`src/rtl/credit_pkg.sv`:
```
// ---------------------------------------------------------------------------
// credit_pkg
//   Shared types and helpers for the credit-based link (sender and receiver).
//   - credit_state_e : sender FSM states (RUN, ERR)
//   - CRED_W_DEFAULT : default credit counter width
//   - credit_next()  : credit arithmetic (avail - dec + inc) with one
//                      headroom bit, so an overflow stays visible
// ---------------------------------------------------------------------------
package credit_pkg;

  typedef enum logic {
    CS_RUN = 1'b0,
    CS_ERR = 1'b1
  } credit_state_e;

  localparam int CRED_W_DEFAULT = 4;

  // The helper works at a fixed generous width. Callers truncate the result
  // to CRED_W+1 bits. The arithmetic is modular, so truncation gives the same
  // value as computing directly in CRED_W+1 bits.
  localparam int CRED_FN_W = 16;

  function automatic logic [CRED_FN_W:0] credit_next(
    input logic [CRED_FN_W-1:0] avail,
    input logic                 dec,
    input logic [CRED_FN_W-1:0] inc
  );
    return {1'b0, avail} - {{CRED_FN_W{1'b0}}, dec} + {1'b0, inc};
  endfunction

endpackage

```
`src/rtl/credit_counter.sv`:
```
// ---------------------------------------------------------------------------
// credit_counter
//   Saturating up/down credit counter with overflow detect. It is shared by
//   the send side and the receive side of the credit link.
//   Ports:
//     clk, rst : clock and synchronous active-high reset (count <= MAX_CREDITS)
//     dec      : consume one credit this cycle
//     inc      : number of credits returned this cycle
//     en       : counter updates only while en=1 (frozen otherwise)
//     count    : current credit count
//     ovf      : combinational; the update this cycle would exceed MAX_CREDITS
// ---------------------------------------------------------------------------
module credit_counter
  import credit_pkg::*;
#(
  parameter int MAX_CREDITS = 8,
  parameter int CRED_W      = CRED_W_DEFAULT
) (
  input  logic              clk,
  input  logic              rst,
  input  logic              dec,
  input  logic [CRED_W-1:0] inc,
  input  logic              en,
  output logic [CRED_W-1:0] count,
  output logic              ovf
);

  localparam logic [CRED_W:0] MAX_W = (CRED_W+1)'(MAX_CREDITS);

  logic [CRED_W-1:0] count_q;
  logic [CRED_W-1:0] count_d;
  logic [CRED_W:0]   next_sum;

  always_comb begin
    next_sum = (CRED_W+1)'(credit_next({{(CRED_FN_W-CRED_W){1'b0}}, count_q},
                                       dec,
                                       {{(CRED_FN_W-CRED_W){1'b0}}, inc}));
    ovf      = en && (next_sum > MAX_W);
    count_d  = count_q;
    if (en) begin
      // On overflow the count pins at full rather than wrapping.
      count_d = ovf ? MAX_W[CRED_W-1:0] : next_sum[CRED_W-1:0];
    end
  end

  always_ff @(posedge clk) begin
    if (rst) begin
      count_q <= MAX_W[CRED_W-1:0];
    end else begin
      count_q <= count_d;
    end
  end

  assign count = count_q;

endmodule

```
`src/rtl/credit_sender.sv`:
```
// ---------------------------------------------------------------------------
// credit_sender
//   Transmit side of a credit-gated link. Upstream words arrive on a
//   valid/ready port. They are forwarded one cycle later on out_valid/out_data.
//   The downstream side has no ready; credits from the receiver gate it.
//   Ports:
//     clk, rst     : clock and synchronous active-high reset
//     in_valid/in_ready/in_data : upstream handshake
//     out_valid/out_data        : downstream strobe and payload (registered)
//     credit_ret   : credits returned by the receiver this cycle
//     credit_avail : current credit count
//     link_idle    : all credits home and nothing on the wire
//     credit_err   : sticky flag, receiver returned more credits than it had
//     dbg_state    : FSM state (0 = RUN, 1 = ERR)
//
// Handshake: a word transfers on a rising edge where in_valid & in_ready.
//   in_ready depends only on registers: it is high in RUN with at least one
//   credit. It never looks at in_valid or credit_ret. A producer may hold
//   in_valid/in_data while in_ready is low. Credits returned in a cycle
//   become usable from the following cycle.
// ---------------------------------------------------------------------------
module credit_sender
  import credit_pkg::*;
#(
  parameter int DATA_WIDTH  = 32,
  parameter int MAX_CREDITS = 8,
  parameter int CRED_W      = CRED_W_DEFAULT
) (
  input  logic                  clk,
  input  logic                  rst,
  input  logic                  in_valid,
  output logic                  in_ready,
  input  logic [DATA_WIDTH-1:0] in_data,
  output logic                  out_valid,
  output logic [DATA_WIDTH-1:0] out_data,
  input  logic [CRED_W-1:0]     credit_ret,
  output logic [CRED_W-1:0]     credit_avail,
  output logic                  link_idle,
  output logic                  credit_err,
  output logic                  dbg_state
);

  localparam logic [CRED_W-1:0] MAX_C = CRED_W'(MAX_CREDITS);

  credit_state_e         state_q;
  logic                  out_valid_q;
  logic [DATA_WIDTH-1:0] out_data_q;
  logic                  credit_err_q;
  logic [CRED_W-1:0]     count;
  logic                  ovf;
  logic                  send;
  logic                  run;

  assign run      = (state_q == CS_RUN);
  assign in_ready = run && (count != '0);
  assign send     = in_valid && in_ready;

  // Counter freezes in ERR, so credit_ret is ignored there.
  credit_counter #(
    .MAX_CREDITS (MAX_CREDITS),
    .CRED_W      (CRED_W)
  ) u_counter (
    .clk   (clk),
    .rst   (rst),
    .dec   (send),
    .inc   (credit_ret),
    .en    (run),
    .count (count),
    .ovf   (ovf)
  );

  always_ff @(posedge clk) begin
    if (rst) begin
      state_q      <= CS_RUN;
      out_valid_q  <= 1'b0;
      out_data_q   <= '0;
      credit_err_q <= 1'b0;
    end else begin
      // The send that triggers an overflow is still forwarded.
      out_valid_q <= send;
      if (send) begin
        out_data_q <= in_data;
      end
      if (ovf) begin
        state_q      <= CS_ERR;
        credit_err_q <= 1'b1;
      end
    end
  end

  assign out_valid    = out_valid_q;
  assign out_data     = out_data_q;
  assign credit_avail = count;
  assign credit_err   = credit_err_q;
  assign link_idle    = (count == MAX_C) && !out_valid_q;
  assign dbg_state    = (state_q == CS_ERR);

endmodule
```
`config.mk`:
```
export PLATFORM = sky130hd
export DESIGN_NAME = credit_sender
export DESIGN_NICKNAME = d
export VERILOG_FILES = /design/src/rtl/credit_pkg.sv /design/src/rtl/credit_counter.sv /design/src/rtl/credit_sender.sv
export SDC_FILE = /design/constraint.sdc
export NUM_CORES = 1
export LEC_CHECK = 0
export BUFFER_PORTS_ARGS = -buffer_cell sky130_fd_sc_hd__buf_2
export CAP_MARGIN = 20
export CORE_UTILIZATION = 41
export DETAILED_ROUTE_END_ITERATION = 12
export MAX_ROUTING_LAYER = met4
export PLACE_DENSITY_LB_ADDON = 0.08
export SLEW_MARGIN = 20
export SYNTH_ARGS = -nofsm -noshare
export SYNTH_HDL_FRONTEND = slang
export SYNTH_SLANG_ARGS = --single-unit
```
`constraint.sdc`:
```
create_clock -name clk -period 3.1 [get_ports clk]
set_input_delay 0.31 -clock clk [delete_from_list [all_inputs] [get_ports clk]]
set_output_delay 0.31 -clock clk [all_outputs]
set_load 0.02 [all_outputs]
```
==> results.py <==
metrics = {
    "timing": {
        "final.min_clock_period_ps": 2911,
        "finalCritPeriodShare_pct": 93.89,
        "worst-slew-pin-transition_ps": 718.7,
        "max_slew_margin_pct": 52.08,
        "layout_skew_ps": 1.063,
        "fmax_mhz": 343.6,
        "final_report_hold_violation_count": 0,
        "finalMaxSlewViolations": 0,
        "post-route-worst-setup-slack_ps": 189.5,
        "hold_ws_ps": 264.6,
        "finalSetupViolations": 0,
        "rsz_0062_raised_after_global_routing": "no",
        "setup_total_negative_slack_ps": 0,
    },
    "placed_design": {
        "preCtsSetupSlack_ps": 98.25,
        "place.port_buffers": 79,
        "gp_congestion": 0.8844,
        "dp_hpwl_um": 2671,
        "postPlaceCellArea_sq_um": 2049,
        "dpl.cell_count": 325,
    },
    "setup_path": {
        "reg2reg_to": "credit_err$_SDFFE_PP0P_",
        "max_stage_delay_ps": 560,
        "cp_cell_sequence": "or4_4 -> nand3_4 -> inv_2 -> ha_1 -> inv_1 -> ha_1 -> inv_1 -> fa_1 -> nand2b_1 -> a21oi_2 -> xor2_2 -> o31a_1",
        "critPathMaxFanout": 4,
        "arrival_ps": 3080,
        "worst_path_max_delay_cell": "sky130_fd_sc_hd__or4_4",
        "ff2ff_setup_slack_ps": 190,
        "rr_worst_depth": 12,
        "setup.worst_path.end_class": "flop",
        "criticalPathCategory": "flop to flop",
        "worst-endpoint-required_ps": 3270,
        "rr_startpoint": "u_counter.count[3]$_SDFFE_PP1N_",
        "critPathLaunchType": "flop",
    },
    "synth": {
        "syn_avg_cell_area_sq_um": 8.027,
        "synth_edf_count": 0,
        "synth_cell_type_count": 26,
        "post_synth_instance_area_sq_um": 1662,
        "syn-num-nets": 255,
        "synth.yosys.seq_area_share_pct": 45.78,
        "synth_largest_area_cell": "sky130_fd_sc_hd__dfxtp_1",
        "synth_top_area_share_pct": 45.78,
        "synthMostInstantiatedCell": "sky130_fd_sc_hd__nand2_1",
        "synth-seq-cells": 38,
        "synthArstFlopShare_pct": 0,
        "yosys_warnings": 0,
        "synth_cell_count_leaders": "sky130_fd_sc_hd__nand2_1, sky130_fd_sc_hd__dfxtp_1, sky130_fd_sc_hd__a21oi_1, sky130_fd_sc_hd__inv_1, sky130_fd_sc_hd__ha_1",
        "synth.area.top_cells": "sky130_fd_sc_hd__dfxtp_1, sky130_fd_sc_hd__nand2_1, sky130_fd_sc_hd__a21oi_1, sky130_fd_sc_hd__ha_1, sky130_fd_sc_hd__inv_1",
        "yosys_most_used_dff": "sky130_fd_sc_hd__dfxtp_1",
        "post_synth_inst_count": 207,
    },
    "clock_tree": {
        "cts_resized": 0,
        "clk_pin_slew_worst_paths_ps": 70,
        "clock_latency_ps": 270,
        "cts.repair_timing.setup_buffer_count": 0,
        "clkSinkCount": 38,
        "root_buffer": "sky130_fd_sc_hd__clkbuf_8",
        "cts_hold_buf": 0,
        "clockBufferDepth": 2,
        "tritoncts": "built",
        "cts_htree_levels": 2,
        "tritoncts.num_buffers": 5,
    },
    "cells_and_area": {
        "antenna_cells_inserted": 0,
        "fillers": 378,
        "layout.nets": 332,
        "utilization_pct": 57.63,
        "area.growth.synth_to_final_pct": 30.80,
        "layout.cells.non_filler": 332,
        "post_route_cells_drive_above_1_share_pct": 33.10,
        "post-route-cell-area_sq_um": 2173,
    },
    "routing": {
        "drt_first_iter_violations": 103,
        "remaining_drc_errors": 0,
        "avgViaCountPerCell": 4.741,
        "total_wire_length_um": 3818,
        "routedWlPerCell_um": 11.50,
        "drt.antenna.violating_nets": 0,
        "vias": 1574,
        "drtPass1Iterations": 4,
    },
    "floorplan": {
        "dieArea_sq_um": 4311,
        "floorplan.die.height_um": 65.66,
        "placementRows": 22,
        "initial_core_util_pct": 44.06,
        "pin_count": 80,
        "core_area_sq_um": 3771,
        "fp.dieW_um": 65.66,
    },
    "global_route": {
        "overflow_after_grt": 0,
        "grt_util_all_layers_pct": 19.26,
        "grt_first_pass_wirelength_um": 6203,
        "first_global_vias": 1343,
        "antenna_found_initial": 0,
        "grt_max_degree": 40,
    },
    "worst_hold_path": {
        "hold_end": "out_data[31]$_SDFFE_PP0P_",
        "min_delay_path_depth": 3,
        "min-delay-path-class": "input pin to flop",
        "hp-start": "in_data[31]",
    },
    "status": {
        "outcome": "finished, final reports clean",
    },
    "power": {
        "fin_total_pwr_mw": 2.025,
        "peakVddDrop_v": 0.0004103,
        "power_leakage_nw": 1.089,
        "pwr_density_cell_nw_per_um2": 931.9,
    },
    "job": {
        "drv.max_cap_violation_count": 0,
    },
}
flip-flops by register name, summed over array words and instances, names as in the netlist:
| register | cells |
|---|---|
| out_valid | 1 |
| credit_err | 1 |
| u_counter.count | 4 |
| out_data | 32 |
worst max-delay path, delay by kind of cell, from the launching register on:
kind,cells,cell delay [ps]
buf+inv,3,160
xor+xnor,1,140
compound gates,2,520
fa+ha+maj,3,820
simple gates,3,840
flops,1,340
placed cells by master, fill, tap and decap left out, types with 2 or more instances in the layout:
cell type,count
sky130_fd_sc_hd__or3_1,3
sky130_fd_sc_hd__buf_2,79
sky130_fd_sc_hd__dfxtp_1,38
sky130_fd_sc_hd__a21oi_1,32
sky130_fd_sc_hd__nor2_1,4
sky130_fd_sc_hd__and3_1,2
sky130_fd_sc_hd__nand2_1,68
sky130_fd_sc_hd__inv_1,17
sky130_fd_sc_hd__and2_1,2
sky130_fd_sc_hd__a21o_1,2
sky130_fd_sc_hd__nand3_1,3
sky130_fd_sc_hd__buf_4,3
sky130_fd_sc_hd__ha_1,8
sky130_fd_sc_hd__o32ai_1,3
sky130_fd_sc_hd__clkbuf_8,6
cell type report:
| class | count | area, sq um | area share [%] |
|---|---|---|---|
| timing repair buffer | 82 | 417.9 | 19.23 |
| sequential | 38 | 760.7 | 35.00 |
| tap | 48 | 60.06 | 2.763 |
| clock buffer | 6 | 82.58 | 3.800 |
| multi-input combinational | 139 | 754.5 | 34.72 |
| clock inverter | 1 | 30.03 | 1.382 |
| inverter | 18 | 67.56 | 3.109 |
kinds of logic (layout without fill, tap and decap cells):
logic type | count (synthesis) | count (layout) | share of synthesized area, %
xor gates and xnor gates | 2 | 2 | 1.054
buffers and inverters | 30 | 107 | 9.487
and+or+nand+nor | 87 | 87 | 22.66
DFF | 38 | 38 | 45.78
adders and majority gates | 9 | 9 | 7.229
AOI/OAI and AO/OA | 41 | 41 | 13.78
routing by layer:
metal / vias up / GRT usage (%) / routed length [um] / part of all wire (%)
met5: - / - / 0 / 0
met1: 702 / 26.53 / 1861 / 49
met3: 5 / 3.472 / 195 / 5.1
li1: 816 / - / - / -
met2: 51 / 28.57 / 1728 / 45
met4: 0 / 5.707 / 34 / 0.89
where the power goes:
part / internal (mW) / switching [mW] / total, mW
clock network: 0.257 / 0.160 / 0.417
logic: 0.350 / 0.612 / 0.962
registers: 0.592 / 0.0545 / 0.646
total: 1.20 / 0.826 / 2.03
worst max-delay path by stage:
stage,start,cells past startpoint,end
final,u_counter.count[3]$_SDFFE_PP1N_,12,credit_err$_SDFFE_PP0P_
after global routing,u_counter.count[3]$_SDFFE_PP1N_,12,u_counter.count[2]$_SDFFE_PP0N_
after CTS,u_counter.count[3]$_SDFFE_PP1N_,12,u_counter.count[2]$_SDFFE_PP0N_
after detailed placement,u_counter.count[3]$_SDFFE_PP1N_,12,u_counter.count[2]$_SDFFE_PP0N_
after global placement,u_counter.count[3]$_SDFFE_PP1N_,12,u_counter.count[0]$_SDFFE_PP0N_
after floorplan,u_counter.count[3]$_SDFFE_PP1N_,13,credit_err$_SDFFE_PP0P_
Power figures use the tool's default switching activity.
